[config.mk]
export PLATFORM = sky130hd
export DESIGN_NAME = fetch_unit
export DESIGN_NICKNAME = d
export VERILOG_FILES = /design/src/rtl/cpu_pkg.sv /design/src/rtl/fetch_unit.sv
export SDC_FILE = /design/constraint.sdc
export NUM_CORES = 1
export LEC_CHECK = 0
export BUFFER_PORTS_ARGS = -buffer_cell sky130_fd_sc_hd__buf_4
export CAP_MARGIN = 20
export CORE_UTILIZATION = 46
export CTS_BUF_LIST = sky130_fd_sc_hd__clkbuf_2 sky130_fd_sc_hd__clkbuf_4 sky130_fd_sc_hd__clkbuf_8
export CTS_CLUSTER_SIZE = 24
export DETAILED_ROUTE_END_ITERATION = 10
export PLACE_DENSITY = 0.95
export SYNTH_ARGS = -nofsm -noshare
export SYNTH_HDL_FRONTEND = slang
export SYNTH_SLANG_ARGS = --single-unit
[constraint.sdc]
create_clock -name clock -period 3.37 [get_ports clock]
set_input_delay 0 -clock clock [delete_from_list [all_inputs] [get_ports clock]]
set_output_delay 0 -clock clock [all_outputs]
set_load 0.02 [all_outputs]
[src/rtl/cpu_pkg.sv]
// Shared CPU constants: PC geometry, reset vector and the fetch FSM encoding.
// imem sizes its array from IMEM_DEPTH so both sides agree on the address space.
package cpu_pkg;

  localparam int PC_W       = 8;
  localparam int RESET_PC   = 0;
  localparam int IMEM_DEPTH = 1 << PC_W;

  typedef enum logic {
    BOOT = 1'b0,
    RUN  = 1'b1
  } fetch_state_e;

endpackage

[src/rtl/fetch_unit.sv]
// Instruction-fetch stage: owns the PC, drives the imem word address and pairs
// each registered imem read with the PC that produced it.
module fetch_unit #(
  parameter int PC_W     = cpu_pkg::PC_W,
  parameter int RESET_PC = cpu_pkg::RESET_PC,
  parameter int CNT_W    = 16
) (
  input  logic              clock,
  input  logic              reset_n,
  input  logic              stall,
  input  logic              redirect,
  input  logic [PC_W-1:0]   redirect_pc,
  output logic [31:0]       imem_addr,
  input  logic [31:0]       imem_data,
  output logic [31:0]       inst,
  output logic [PC_W-1:0]   inst_pc,
  output logic              inst_valid,
  output logic [CNT_W-1:0]  fetch_count
);

  import cpu_pkg::*;

  localparam logic [PC_W-1:0]  RST_PC  = PC_W'(RESET_PC);
  localparam logic [PC_W-1:0]  PC_ONE  = {{(PC_W-1){1'b0}}, 1'b1};
  localparam logic [CNT_W-1:0] CNT_ONE = {{(CNT_W-1){1'b0}}, 1'b1};

  fetch_state_e     r_state;
  fetch_state_e     w_state_nxt;
  logic [PC_W-1:0]  r_pc;
  logic [PC_W-1:0]  r_inst_pc;
  logic [CNT_W-1:0] r_fetch_count;
  logic [PC_W-1:0]  w_sel_pc;
  logic             w_consume;
  logic [CNT_W-1:0] w_cnt_nxt;

  // Fetch FSM next state: BOOT lasts exactly one cycle.
  always_comb begin
    w_state_nxt = r_state;
    case (r_state)
      BOOT:    w_state_nxt = RUN;
      RUN:     w_state_nxt = RUN;
      default: w_state_nxt = RUN;
    endcase
  end

  // Address select. In BOOT nothing is held yet, so the reset vector in
  // r_inst_pc is (re)fetched and stall is ignored; a redirect still wins.
  always_comb begin
    w_sel_pc = r_pc;
    if (!reset_n) begin
      w_sel_pc = RST_PC;
    end else if (redirect) begin
      w_sel_pc = redirect_pc;
    end else if (r_state == BOOT) begin
      w_sel_pc = r_inst_pc;
    end else if (stall) begin
      w_sel_pc = r_inst_pc;
    end else begin
      w_sel_pc = r_pc;
    end
  end

  // Consumed-instruction detection and counter increment.
  always_comb begin
    w_consume = (r_state == RUN) && (!stall || redirect);
    w_cnt_nxt = r_fetch_count;
    if (w_consume) begin
      w_cnt_nxt = r_fetch_count + CNT_ONE;
    end else begin
      w_cnt_nxt = r_fetch_count;
    end
  end

  // Fetch state register.
  always_ff @(posedge clock or negedge reset_n) begin
    if (!reset_n) begin
      r_state <= BOOT;
    end else begin
      r_state <= w_state_nxt;
    end
  end

  // PC, in-flight address and delivered-instruction counter.
  always_ff @(posedge clock or negedge reset_n) begin
    if (!reset_n) begin
      r_pc          <= RST_PC + PC_ONE;
      r_inst_pc     <= RST_PC;
      r_fetch_count <= {CNT_W{1'b0}};
    end else begin
      r_pc          <= w_sel_pc + PC_ONE;
      r_inst_pc     <= w_sel_pc;
      r_fetch_count <= w_cnt_nxt;
    end
  end

  assign imem_addr   = {{(32-PC_W){1'b0}}, w_sel_pc};
  assign inst        = imem_data;
  assign inst_pc     = r_inst_pc;
  assign inst_valid  = (r_state == RUN);
  assign fetch_count = r_fetch_count;

endmodule
==> impl_metrics.tcl <==
set metrics [dict create \
    synth_area_leaders "dfrtp_1 41%, buf_4 22%, xnor2_1 6.3%" \
    ios 133 \
    startpoint_type "flop" \
    yosysUniqueCellTypes 32 \
    cp_cell_sequence "nand2b_1 > nand2_1 > nand3_1 > o211ai_2 > inv_1 > ha_1 > and3_2 > nand3_1 > xnor2_1" \
    fp.dieH_um 67.1 \
    fin_skew_ps 9.14 \
    fin_crit_sh 0.599 \
    io_buffers 44 \
    dr.pass1.iters 4 \
    synthFlopType "dfrtp_1" \
    ys_seq_area_frac 0.424 \
    synthArstFlopShare 1.00 \
    placed_cell_area_um2 1990 \
    dpl.hpwl_um 2590 \
    ctsHtreeMaxLevel 2 \
    multi_input_area_um2 758 \
    design_area_um2 2130 \
    period_needed_ps 2020 \
    grt_pass1_wl_um 5670 \
    yosys.area.top_type "dfrtp_1" \
    areaGrowthSynthToFinish_pct 9.37 \
    final_cell_mix "45 x buf_4, 32 x dfrtp_1, 25 x nand2_1, 25 x conb_1, 15 x nand3_1" \
    finalHoldViolCount 0 \
    yosys.area_share.adder 0.0128 \
    critPathMaxStageDelay_ps 420 \
    core_um2 4030 \
    root_buffer "clkbuf_8" \
    rsz0062_at_grt "no" \
    nFillCells 370 \
    worstSetupPathType "flop to flop" \
    dieArea_um2 4510 \
    syn_area_um2 1950 \
    chipWidth_um 67.1 \
    routabilityCongestion 0.833 \
    clk_pin_slew_ps 70 \
    leakage_nw 1.09 \
    cpMaxStageDelayCell "dfrtp_1" \
    start_util 0.484 \
    nNetsFinal 260 \
    path_buf_inv 1 \
    synth_edf_count 0 \
    endpoint_kind "flop" \
    p_comb_frac 0.244 \
    numCtsBuffers 5 \
    final_util 0.530 \
    cts_tree "built" \
    maxSlewViolCount 0 \
    tns_ps 0 \
    fin_cells 265 \
    synth_top_family_by_area "buffers and inverters" \
    clockBufferDepth 2 \
    yosys.area_share.simple 0.158 \
    antennaDiodeCount 0 \
    synthMuxAreaShare 0 \
    register_area_um2 827 \
    post_cts_resized 0 \
    synthCells 197 \
    ys_warn_count 0 \
    via_per_inst 4.93 \
    placed_cells 255 \
    grt_busiest_layer "met2" \
    grt_usage 0.175 \
    power.switching_uw 376 \
    ir_drop_v 0.000381 \
    status "complete, no violations" \
    crit_fanout 10 \
    synth-xor-area-share 0.0943 \
    hold_path_class "input pin to output pin" \
    power_density_nw_per_um2 558 \
    power_frac_seq 0.424 \
    postRouteAntennaNets 0 \
    grt_max_degree 43 \
    setup_viol 0 \
    mostFrequentLayoutCell "buf_4" \
    use_met1 0.210 \
    grt_pass1_vias 1200 \
    cap_violations 0 \
    avgSynthCellArea_um2 9.90 \
    p_int_uw 814 \
    clk_latency_ps 290 \
    wirelength_um 3600 \
    clock_sink_count 33 \
    p_clk_frac 0.333 \
    antenna_found_initial 0 \
    worstMarginPinSlew_ps 501 \
    met2_usage 0.270 \
    required_ps 3550 \
    drtIter0Drc 38 \
    remaining_drc_errors 0 \
    floorplan.rows 23 \
    cts_hold_buf 2 \
    ys_seq_elements 33 \
    worstPathArrival_ps 2200 \
    p_sw_frac 0.316 \
    max_slew_margin 0.665 \
    post-cts-setup-buffer-count 0 \
    grtUsageMet3 0.0479 \
    vias 1307 \
    grt-ovfl-total 0 \
    crit_family "simple AND/OR/NAND/NOR gates" \
    final_layout_size_suffix_gt1_frac 0.302 \
    synth_compound_area_frac 0.0750 \
    crit_top_cell "nand3_1" \
    synth_top_area_frac 0.411 \
    avgRoutedWirePerCell_um 13.6 \
    clock.fmax_ghz 0.495 \
]
registers in the layout, indices dropped and copies added (netlist names):
name and cells:
inst_pc 8, fetch_count 16, r_pc 8, inst_valid 1
through the flow:
step / hold slack [ps] / setup WS [ps] / power, mW
final: 0.00882 / 1350 / 1.19
after global routing: 0.0303 / 1170 / 1.24
after CTS: 0.137 / 1330 / 1.20
after detailed placement: -5.05 / 1350 / 0.801
after global placement: -11.1 / 1490 / 0.789
after floorplan: -296 / 1340 / 0.752
routing by layer:
layer  wire [um]  vias to the layer above
met5           0                        -
met3         216                       24
met2        1760                       46
li1            -                      603
met4         119                        0
met1        1510                      634
cell families (layout without fill, tap and decap cells):
kind of cell             Yosys count  after routing
flip-flops                        33             33
buffers and inverters             62             57
XOR/XNOR                          21             21
other                              2             25
AND/OR/NAND/NOR                   60             60
AO/OA/AOI/OAI                     17             17
adder cells (fa/ha/maj)            2              2
layout make-up:
class                           count  area share
Multi-Input combinational cell    125       0.355
Timing Repair Buffer               47       0.168
Sequential cell                    33       0.388
Inverter                            2     0.00352
Clock buffer                        7      0.0422
Clock inverter                      1      0.0141
Tap cell                           50      0.0293
power groups by stage:
stage                     Combinational [mW]  Sequential [mW]  Clock (mW)
after floorplan                        0.198            0.554           0
after global placement                 0.281            0.508           0
after detailed placement               0.290            0.511           0
after CTS                              0.292            0.504       0.407
after global routing                   0.314            0.511       0.419
final                                  0.290            0.504       0.396
synthesized netlist by cell type, types with 2 or more instances:
cell type   n
conb_1      2
nand4_1     2
nor2_1      3
and3_1      4
a31oi_4     2
o21ai_0     6
xnor2_1    14
ha_1        2
o211a_1     2
dfrtp_1    32
nand2_1    25
nand2_4     2
buf_4      58
xor2_1      7
a21oi_1     2
a31oi_1     3
and4_1      2
nand3_1    15
path summary, 6_finish.rpt:
| path | cells after the start | from | slack (ps) | end |
|---|---|---|---|---|
| hold / removal | 0 | imem_data[11] | 0.009 | inst[11] |
| max in group asynchronous | 2 | reset_n | 2800 | r_pc[0] |
| hold reg to reg | 1 | fetch_count[15] | 470 | fetch_count[15] |
| min in group asynchronous | 2 | reset_n | 220 | r_pc[6] |
| setup reg to reg | 9 | inst_valid | 1350 | r_pc[6] |
| setup / recovery | 9 | inst_valid | 1350 | r_pc[6] |
Note: power is estimated with default switching activity, not from simulation.
